## src/rtl/prog_fetch.sv

```systemverilog
// prog_fetch: instruction fetch unit with PC, 1-cycle memory read, 2-entry buffer, valid/ready output and redirect flush.
// Optional FETCH_HALT_ON_WRAP_EN: stop issuing after fetching the last address until redirect or reset.
module prog_fetch #(
  parameter int DATA_SIZE = 16,
  parameter int ADDR_SIZE = 4
) (
  input  logic                 clk,
  input  logic                 rstn,
  input  logic                 en,
  output logic [ADDR_SIZE-1:0] mem_addr,
  output logic                 mem_w,
  input  logic [DATA_SIZE-1:0] mem_data,
  output logic                 instr_valid,
  input  logic                 instr_ready,
  output logic [DATA_SIZE-1:0] instr_data,
  output logic [ADDR_SIZE-1:0] instr_pc,
  input  logic                 redirect_valid,
  input  logic [ADDR_SIZE-1:0] redirect_addr,
  output logic                 halted
);
  logic [ADDR_SIZE-1:0] pc, last_addr, p0, p1;
  logic [DATA_SIZE-1:0] d0, d1;
  logic [1:0] cnt, cnt_after;
  logic inflight, pop, issue, cap;
  assign instr_valid = cnt != 2'd0;
  assign instr_data = d0;
  assign instr_pc = p0;
  assign mem_w = 1'b0;
  assign pop = instr_valid & instr_ready;
  assign cnt_after = cnt - {1'b0, pop};
  // a slot freed by this cycle's pop counts, so ready=1 sustains one word per cycle
  assign issue = en & !halted & !redirect_valid & ((cnt_after + {1'b0, inflight}) < 2'd2);
  assign cap = inflight & !redirect_valid;
  assign mem_addr = issue ? pc : last_addr;
  always_ff @(posedge clk or negedge rstn) begin
    if (!rstn) begin
      pc <= '0;
      last_addr <= '0;
      inflight <= 1'b0;
      cnt <= 2'd0;
      d0 <= '0;
      d1 <= '0;
      p0 <= '0;
      p1 <= '0;
    end else if (redirect_valid) begin
      pc <= redirect_addr;
      inflight <= 1'b0;
      cnt <= 2'd0;
    end else begin
      inflight <= issue;
      cnt <= cnt_after + {1'b0, cap};
      if (issue) begin
        pc <= pc + 1'b1;
        last_addr <= pc;
      end
      if (pop) begin
        d0 <= d1;
        p0 <= p1;
      end
      if (cap && cnt_after == 2'd0) begin
        d0 <= mem_data;
        p0 <= last_addr;
      end else if (cap) begin
        d1 <= mem_data;
        p1 <= last_addr;
      end
    end
  end
`ifdef FETCH_HALT_ON_WRAP_EN
  logic halt_q;
  always_ff @(posedge clk or negedge rstn) begin
    if (!rstn) halt_q <= 1'b0;
    else if (redirect_valid) halt_q <= 1'b0;
    else if (issue && &pc) halt_q <= 1'b1;
  end
  assign halted = halt_q;
`else
  assign halted = 1'b0;
`endif
endmodule

```

## config.mk

```make
export PLATFORM = sky130hd
export DESIGN_NAME = prog_fetch
export DESIGN_NICKNAME = d
export VERILOG_FILES = /design/src/rtl/prog_fetch.sv
export SDC_FILE = /design/constraint.sdc
export NUM_CORES = 1
export LEC_CHECK = 0
export BUFFER_PORTS_ARGS = -buffer_cell sky130_fd_sc_hd__buf_2
export CORE_ASPECT_RATIO = 0.5
export CORE_MARGIN = 2
export CORE_UTILIZATION = 43
export CTS_CLUSTER_SIZE = 24
export DETAILED_ROUTE_END_ITERATION = 6
export PLACE_DENSITY = 0.66
export SLEW_MARGIN = 40
export SYNTH_ARGS = -nofsm -noshare
export SYNTH_HDL_FRONTEND = slang
export SYNTH_SLANG_ARGS = --single-unit
```

## constraint.sdc

```tcl
create_clock -name clk -period 7.68 [get_ports clk]
set_input_delay 1.536 -clock clk [delete_from_list [all_inputs] [get_ports clk]]
set_output_delay 1.536 -clock clk [all_outputs]
set_load 0.03 [all_outputs]
```

# ---- Word level (Yosys, flattened, before mapping)
# Index checks and enable logic that the tools add are counted.
dict set report word_totals {
  regBits 51
  latchBits 0
  mem_bits_rw 0
  mem_bits_ro 0
  wordCells 36
  mem_count 0
}
dict set report classes {
  n_addsub 4
  multipliers 0
  div_mod_pow 0
  n_lt_le_gt_ge 1
  n_eq_ne 0
  shift 0
  n_mux 9
  n_bitwise 6
  reduce_logical 8
}
# op count
set ops {}
lappend ops {{$mux 16} 2}
lappend ops {{$mux 4} 5}
lappend ops {{$reduce_bool 2->1} 3}
lappend ops {{$add 2x1->2} 2}
lappend ops {{$add 4x1->4 const B} 1}
lappend ops {{$and 1x1->1} 4}
lappend ops {{$reduce_and 3->1} 1}
lappend ops {{$logic_not 2->1} 1}
lappend ops {{$lt 2x2->1 const B} 1}
lappend ops {{$mux 2} 1}
lappend ops {{$not 1->1} 2}
lappend ops {{$reduce_and 2->1} 1}
lappend ops {{$sub 2x1->2} 1}
lappend ops {{$logic_and 1x1->1} 1}
lappend ops {{$logic_not 1->1} 1}
lappend ops {{$mux 1} 1}

# ---- Depth between registers and ports, before layout
# Gate-level depths: netlist of run 1.
dict set report logic_depth {
  depth_word 8
  mapped_depth 7
}

# ---- Least setup slack after synthesis of run 1
# OpenSTA, ideal clock, no wires.
dict set report synth_timing {
  path_type {input-to-output}
  startpoint {in instr_ready}
  endpoint {out mem_addr[0]}
  arrival_ps 3120
  setup_slack_ps 3024
  cell_stages 6
  path_buffers 0
  cell_sequence {o21a_1 > ha_1 > nor2b_1 > xor2_2 > nor3_4 > mux2_1}
}
dict set report synth_between {
  elab_chain_cells 6
}
# element line
set synth_lines {}
lappend synth_lines {{start, declared} 14} ;# input logic instr_ready,
lappend synth_lines {{$and 1x1->1} 29} ;# assign pop = instr_valid & instr_ready;
lappend synth_lines {{$sub 2x1->2} 30} ;# assign cnt_after = cnt - {1'b0, pop};
lappend synth_lines {{$add 2x1->2} 32} ;# assign issue = en & !halted & !redirect_valid & ((cnt_after + {1'b0, inflight}) < 2'd2);
lappend synth_lines {{$lt 2x2->1} 32}
lappend synth_lines {{$and 1x1->1} 32}
lappend synth_lines {{$mux 4} --}
lappend synth_lines {{end, declared} 10} ;# output logic [ADDR_SIZE-1:0] mem_addr,
# No other way between the ends.

# ---- Worst setup path after layout of run 1
dict set report layout_timing {
  startpoint {in instr_ready}
  endpoint {out mem_addr[1]}
}
# Same word-level chain as after synthesis.

==> flow_summary.ini, run 1 <==
[clock_tree]
cts-root-buf = clkbuf_8
cts_buffer_depth = 2
cts_resized = 0
post_cts_buffers = 0
cts_tree = done
clk_pin_slew_ns = 0.09
cts.sinks = 51
htree_levels = 2
cts_hold_buffers = 0
numCtsBuffers = 5
clk_latency_ns = 0.30

[cells_and_area]
n_antenna_cell = 0
final_cell_mix = dfrtp_1 (51), buf_2 (48), nor2_1 (23)
drive_above_1_share_pct = 36.1
final_util_pct = 54.1
multiInputGateArea_um2 = 998
layout_commonest_cell = dfrtp_1
nets = 268
syn2layout_area_growth_pct = 18.1
nFillCells = 477
regArea_mm2 = 0.00128

[power]
ir_drop_v = 0.000186
power_frac_seq_pct = 38.7
p_sw_uw = 516
cellInternalPower_uw = 712
comb_power_share_pct = 47.8
p_leak_uw = 0.00123
p_clk_share_pct = 13.5
power_density_mw_per_mm2 = 448
p_sw_share_pct = 42.0

[min_path]
whs_path_depth = 1
hold_class = register to register

[detailed_routing]
drt-vias-per-instance = 4.82
wl_per_cell_um = 13.0
num_vias = 1498
dr.first_iter.drc_count = 48
drc = 0
drt_wl_total_um = 4040
ant_nets = 0
first_pass_iters = 4

[placement]
io_buffers = 49
place_congestion = 0.729
hpwl_um = 2770

[floorplan]
die_area_mm2 = 0.00604
die_w_um = 108
design.core.area_mm2 = 0.00507
rows = 18
die_h_um = 56.0
start_util_pct = 45.8
io_pins = 52

[global_routing]
antenna_found_initial = 0
grt_pass1_wl_um = 7010
gr-total-overflow = 0
gr-usage-all-layers_pct = 14.9
grt_pass1_vias = 1516
grt_max_degree = 52

[yosys]
synth_largest_area_cell = dfrtp_1
yosys.area.top_type_share_pct = 55.0
synth_edf_count = 0
yosysWarnings = 0
synth_flop_cell = dfrtp_1
synth-seq-cells = 51
avgSynthCellArea_um2 = 12.1
synth_area_mm2 = 0.00232
syn_inst = 192
yosysSeqAreaShare_pct = 55.0
ys_top_cells_by_area = dfrtp_1 (55%), mux2_2 (9.7%), mux2i_1 (8.6%)
synth_cell_types = 28
async_flop_share_pct = 100

[sta]
rsz0062_at_grt = no
finalHoldViolCount = 0
worst_pin_slew_ns = 0.694
fmax_ghz = 0.201
period_share_pct = 64.6
finalSetupTns_ns = 0
period_needed_ns = 4.96
max_slew_margin_pct = 53.5
finalMaxSlewViolations = 0
setup_viol = 0
fin_skew_ns = 0.00807

[worst_setup_path]
r2r_cells = 7
worst_setup_path_start_kind = input port
cp.arrival_ns = 3.43
required_ns = 6.14
critical_path.max_fanout = 9
worstSetupEndpointType = output port
worstSetupPathType = input port to output port

[status]
status = finished, final reports clean

[flow_run]
cap_viol_max_count = 0
state kept, by name (all words and copies together) (netlist names):
signal      count
d1             16
instr_data     16
instr_pc        4
last_addr       4
p1              4
pc              4
cnt             2
inflight        1
per-stage QoR:
step | hold WS, ns | cell area, um2 | std cells | total power, uW | setup WS [ns]
global route | 0.526 | 2740 | 311 | 1330 | 2.59
finish | 0.511 | 2740 | 311 | 1230 | 2.72
detailed placement | 0.493 | 2640 | 303 | 1080 | 2.70
global placement | 0.486 | 2620 | 303 | 1050 | 2.77
CTS | 0.514 | 2740 | 311 | 1250 | 2.69
floorplan | 0.479 | 2320 | 193 | 919 | 3.02
final cells by class:
cell class / instances / area share, %
timing repair buffer: 51 / 9.59
inverter: 4 / 0.548
sequential: 51 / 46.6
multi-input combinational: 127 / 36.4
tap: 70 / 3.20
clock buffer: 8 / 3.65
worst max-delay path, cell delays in order:
cell and delay [ns]:
buf_2 0.10, o21a_1 0.11, ha_1 0.31, nor2b_1 0.26, xor2_2 0.18, nor3_4 0.38, mux2_1 0.37, buf_2 0.18
path summary, 6_finish.rpt:
path | from | slack [ns] | end
max | instr_ready | 2.72 | mem_addr[1]
min | d1[9] | 0.51 | d1[9]
max reg2reg | cnt[1] | 5.11 | instr_pc[3]
min reg2reg | d1[9] | 0.51 | d1[9]
max in group asynchronous | rstn | 6.01 | inflight
min in group asynchronous | rstn | 1.24 | instr_data[7]
synth_stat cells (2+ instances only):
| cell type | n |
|---|---|
| a21oi_1 | 20 |
| a31oi_1 | 3 |
| buf_4 | 4 |
| clkbuf_1 | 6 |
| dfrtp_1 | 51 |
| ha_1 | 3 |
| inv_1 | 4 |
| mux2_1 | 8 |
| mux2_2 | 20 |
| mux2i_1 | 20 |
| nand3_1 | 3 |
| nor2_1 | 23 |
| nor2b_1 | 4 |
| o21a_1 | 2 |
| o21ai_0 | 5 |
| or3_2 | 2 |
| xnor2_1 | 2 |
| xor2_2 | 2 |
logic make-up (layout without fill, tap and decap cells):
logic type,count (synthesis),after routing,share of synthesized area (%)
other,1,2,0.162
and+or+nand+nor,38,38,8.19
buffers and inverters,15,63,3.13
AOI/OAI and AO/OA,32,32,7.55
DFF,51,51,55.0
xor gates and xnor gates,4,4,2.16
adders and majority gates,3,3,1.62
muxes,48,48,22.2
per-layer routing:
metal,vias to the layer above,share of wire [%],routed length [um],global-route usage (%)
met5,-,0,0,0
met4,0,1.0,41,5.13
met3,5,4.6,186,3.98
met2,28,44,1770,23.3
met1,701,51,2040,20.2
li1,764,-,-,-
power by group through the flow:
stage               Combinational [uW]  Clock, uW  Sequential [uW]
finish                             588        166              475
global route                       650        185              494
CTS                                596        172              477
detailed placement                 594          0              482
global placement                   576          0              475
floorplan                          344          0              575
(Power assumes the default switching activity.)
==> run 2: changes to the inputs <==
--- a/config.mk
+++ b/config.mk
@@ -5,13 +5,14 @@
 export SDC_FILE = /design/constraint.sdc
 export NUM_CORES = 1
 export LEC_CHECK = 0
+export ABC_AREA = 1
 export BUFFER_PORTS_ARGS = -buffer_cell sky130_fd_sc_hd__buf_2
 export CORE_ASPECT_RATIO = 0.5
 export CORE_MARGIN = 2
 export CORE_UTILIZATION = 43
 export CTS_CLUSTER_SIZE = 24
 export DETAILED_ROUTE_END_ITERATION = 6
-export PLACE_DENSITY = 0.66
+export PLACE_DENSITY = 0.68
 export SLEW_MARGIN = 40
 export SYNTH_ARGS = -nofsm -noshare
 export SYNTH_HDL_FRONTEND = slang
==> constraint.sdc (replaced) <==
create_clock -name clk -period 4.3 [get_ports clk]
set_input_delay 0.86 -clock clk [delete_from_list [all_inputs] [get_ports clk]]
set_output_delay 0.86 -clock clk [all_outputs]
set_load 0.03 [all_outputs]
==> flow_summary.ini, run 2 <==
[status]
status = finished, final reports clean

[sta]
rsz0062_at_grt = no
finalMaxSlewViolations = 0
finalSetupTns_ns = 0
worst_pin_slew_ns = 0.730
period_share_pct = 79.4
holdWs_ns = 0.491
setup_viol = 0
fmax_ghz = 0.293
finalHoldViolCount = 0
max_slew_margin_pct = 51.2
period_needed_ns = 3.41
fin_skew_ns = 0.00311

[yosys]
async_flop_share_pct = 100
avgSynthCellArea_um2 = 7.90
syn_inst = 304
synth_area_mm2 = 0.00240
synth_edf_count = 0
yosysWarnings = 0
synthTopCellsByCount = nand2_1 (118), dfrtp_1 (51), inv_1 (29), nand3_1 (28), o21ai_1 (24)
yosysMostFrequentCell = nand2_1
yosysSeqAreaShare_pct = 53.2
yosys.area.top_type_share_pct = 53.2
synth_cell_types = 19
synth-seq-cells = 51
ys_top_cells_by_area = dfrtp_1 (53%), nand2_1 (18%), nand3_1 (5.8%)
synth_flop_cell = dfrtp_1
synth_largest_area_cell = dfrtp_1

[global_routing]
gr-usage-all-layers_pct = 17.8
antenna_found_initial = 0
grt_pass1_wl_um = 8450
grt_max_degree = 62
gr-total-overflow = 0
grt_pass1_vias = 1853

[cells_and_area]
n_antenna_cell = 0
syn2layout_area_growth_pct = 15.0
final_util_pct = 50.7
drive_above_1_share_pct = 18.5
nets = 374
layout.cells.non_filler = 419
layout_commonest_cell = nand2_1
final_cell_mix = nand2_1 (118), dfrtp_1 (51), buf_2 (49)

[floorplan]
io_pins = 52
die_w_um = 110
die_area_mm2 = 0.00623
rows = 19
start_util_pct = 44.1
die_h_um = 56.8
design.core.area_mm2 = 0.00544

[clock_tree]
cts-root-buf = clkbuf_8
numCtsBuffers = 5
cts_hold_buffers = 0
cts.sinks = 51
post_cts_buffers = 0
cts_resized = 0
htree_levels = 2
cts_buffer_depth = 2
cts_tree = done
clk_latency_ns = 0.30
clk_pin_slew_ns = 0.09

[detailed_routing]
drt_wl_total_um = 5030
dr.first_iter.drc_count = 171
first_pass_iters = 4
drc = 0
wl_per_cell_um = 12.0
ant_nets = 0
drt-vias-per-instance = 4.95
num_vias = 2073

[power]
power_density_mw_per_mm2 = 707
p_leak_uw = 0.00159
ir_drop_v = 0.000368

[min_path]
hold_end = d1[2]
whs_path_depth = 2
worstHoldStart = d1[2]
hold_class = register to register

[placement]
placed_cells = 412
io_buffers = 49
hpwl_um = 3430
place_congestion = 0.765

[worst_setup_path]
worstSetupPathType = input port to output port
r2r_end = instr_data[9]
cp.arrival_ns = 2.55
critical_path.max_fanout = 12
timing.rr.start = cnt[1]
worstSetupEndpointType = output port
r2r_cells = 7
required_ns = 3.44
reg2reg_slack_ns = 1.80
worst_setup_path_start_kind = input port

[flow_run]
cap_viol_max_count = 0
## run 2: cell count changes in the layout (fill, tap and decap cells not counted), moves of 4 or more
cell,change
o21ai_1,+23
nor2_1,-20
nor2b_1,-4
mux2_1,-8
nand2_1,+117
inv_1,+25
o21ai_0,+17
nand3_1,+25
mux2i_1,-20
a21oi_1,-20
mux2_2,-20
## run 2: layout make-up
class | count | area [um2]
Clock buffer | 6 | 82.6
Clock inverter | 1 | 5.00
Fill cell | 543 | 2680
Inverter | 31 | 116
Multi-Input combinational cell | 205 | 921
Sequential cell | 51 | 1280
Tap cell | 73 | 91.3
Timing Repair Buffer | 52 | 268
## run 2: logic make-up after synthesis
family          Yosys count  synth area share, %
simple gates            152                 25.9
compound gates           46                 9.69
buf+inv                  49                 8.81
xor+xnor                  2                0.730
other cells               1                0.156
flops                    51                 53.2
fa+ha+maj                 3                 1.56
## run 2: through the flow
| step | setup slack [ns] | area (um2) | total power, uW |
|---|---|---|---|
| after floorplan | 1.24 | 2400 | 1460 |
| after global placement | 0.991 | 2670 | 1650 |
| after detailed placement | 0.887 | 2670 | 1690 |
| after CTS | 0.882 | 2760 | 1970 |
| after global routing | 0.710 | 2760 | 2120 |
| final | 0.888 | 2760 | 1950 |
## run 2: worst max-delay path by stage
| stage | end | slack, ns | depth (start not counted) | from |
|---|---|---|---|---|
| 5_1_grt | mem_addr[2] | 0.71 | 11 | instr_ready |
| 3_3_place_gp | mem_addr[2] | 0.99 | 11 | instr_ready |
| 2_1_floorplan | mem_addr[3] | 1.24 | 8 | instr_ready |
| 6_report | mem_addr[0] | 0.89 | 11 | instr_ready |
| 3_5_place_dp | mem_addr[0] | 0.89 | 11 | instr_ready |
| 4_1_cts | mem_addr[0] | 0.88 | 11 | instr_ready |
## run 2: where the power goes
group          switching (uW)  total [uW]  leakage [uW]  internal [uW]
combinational             590         872      0.000890            282
sequential                119         800      0.000650            681
clock                     154         281     0.0000470            127
## run 2: per-layer routing
metal	vias to the layer above	routed length [um]	GRT usage [%]
met5	-	0	0
met3	5	254	4.99
met2	53	2320	27.7
met4	0	58	5.79
li1	1038	-	-
met1	977	2390	24.0
## run 2: worst max-delay path, cell delays in order
cell and delay [ns]:
buf_2 0.10, o21a_1 0.10, ha_1 0.31, inv_1 0.12
nand2_1 0.08, nand3_1 0.08, nand3_1 0.32, inv_1 0.23
nand2_1 0.10, nand2_1 0.06, buf_2 0.19
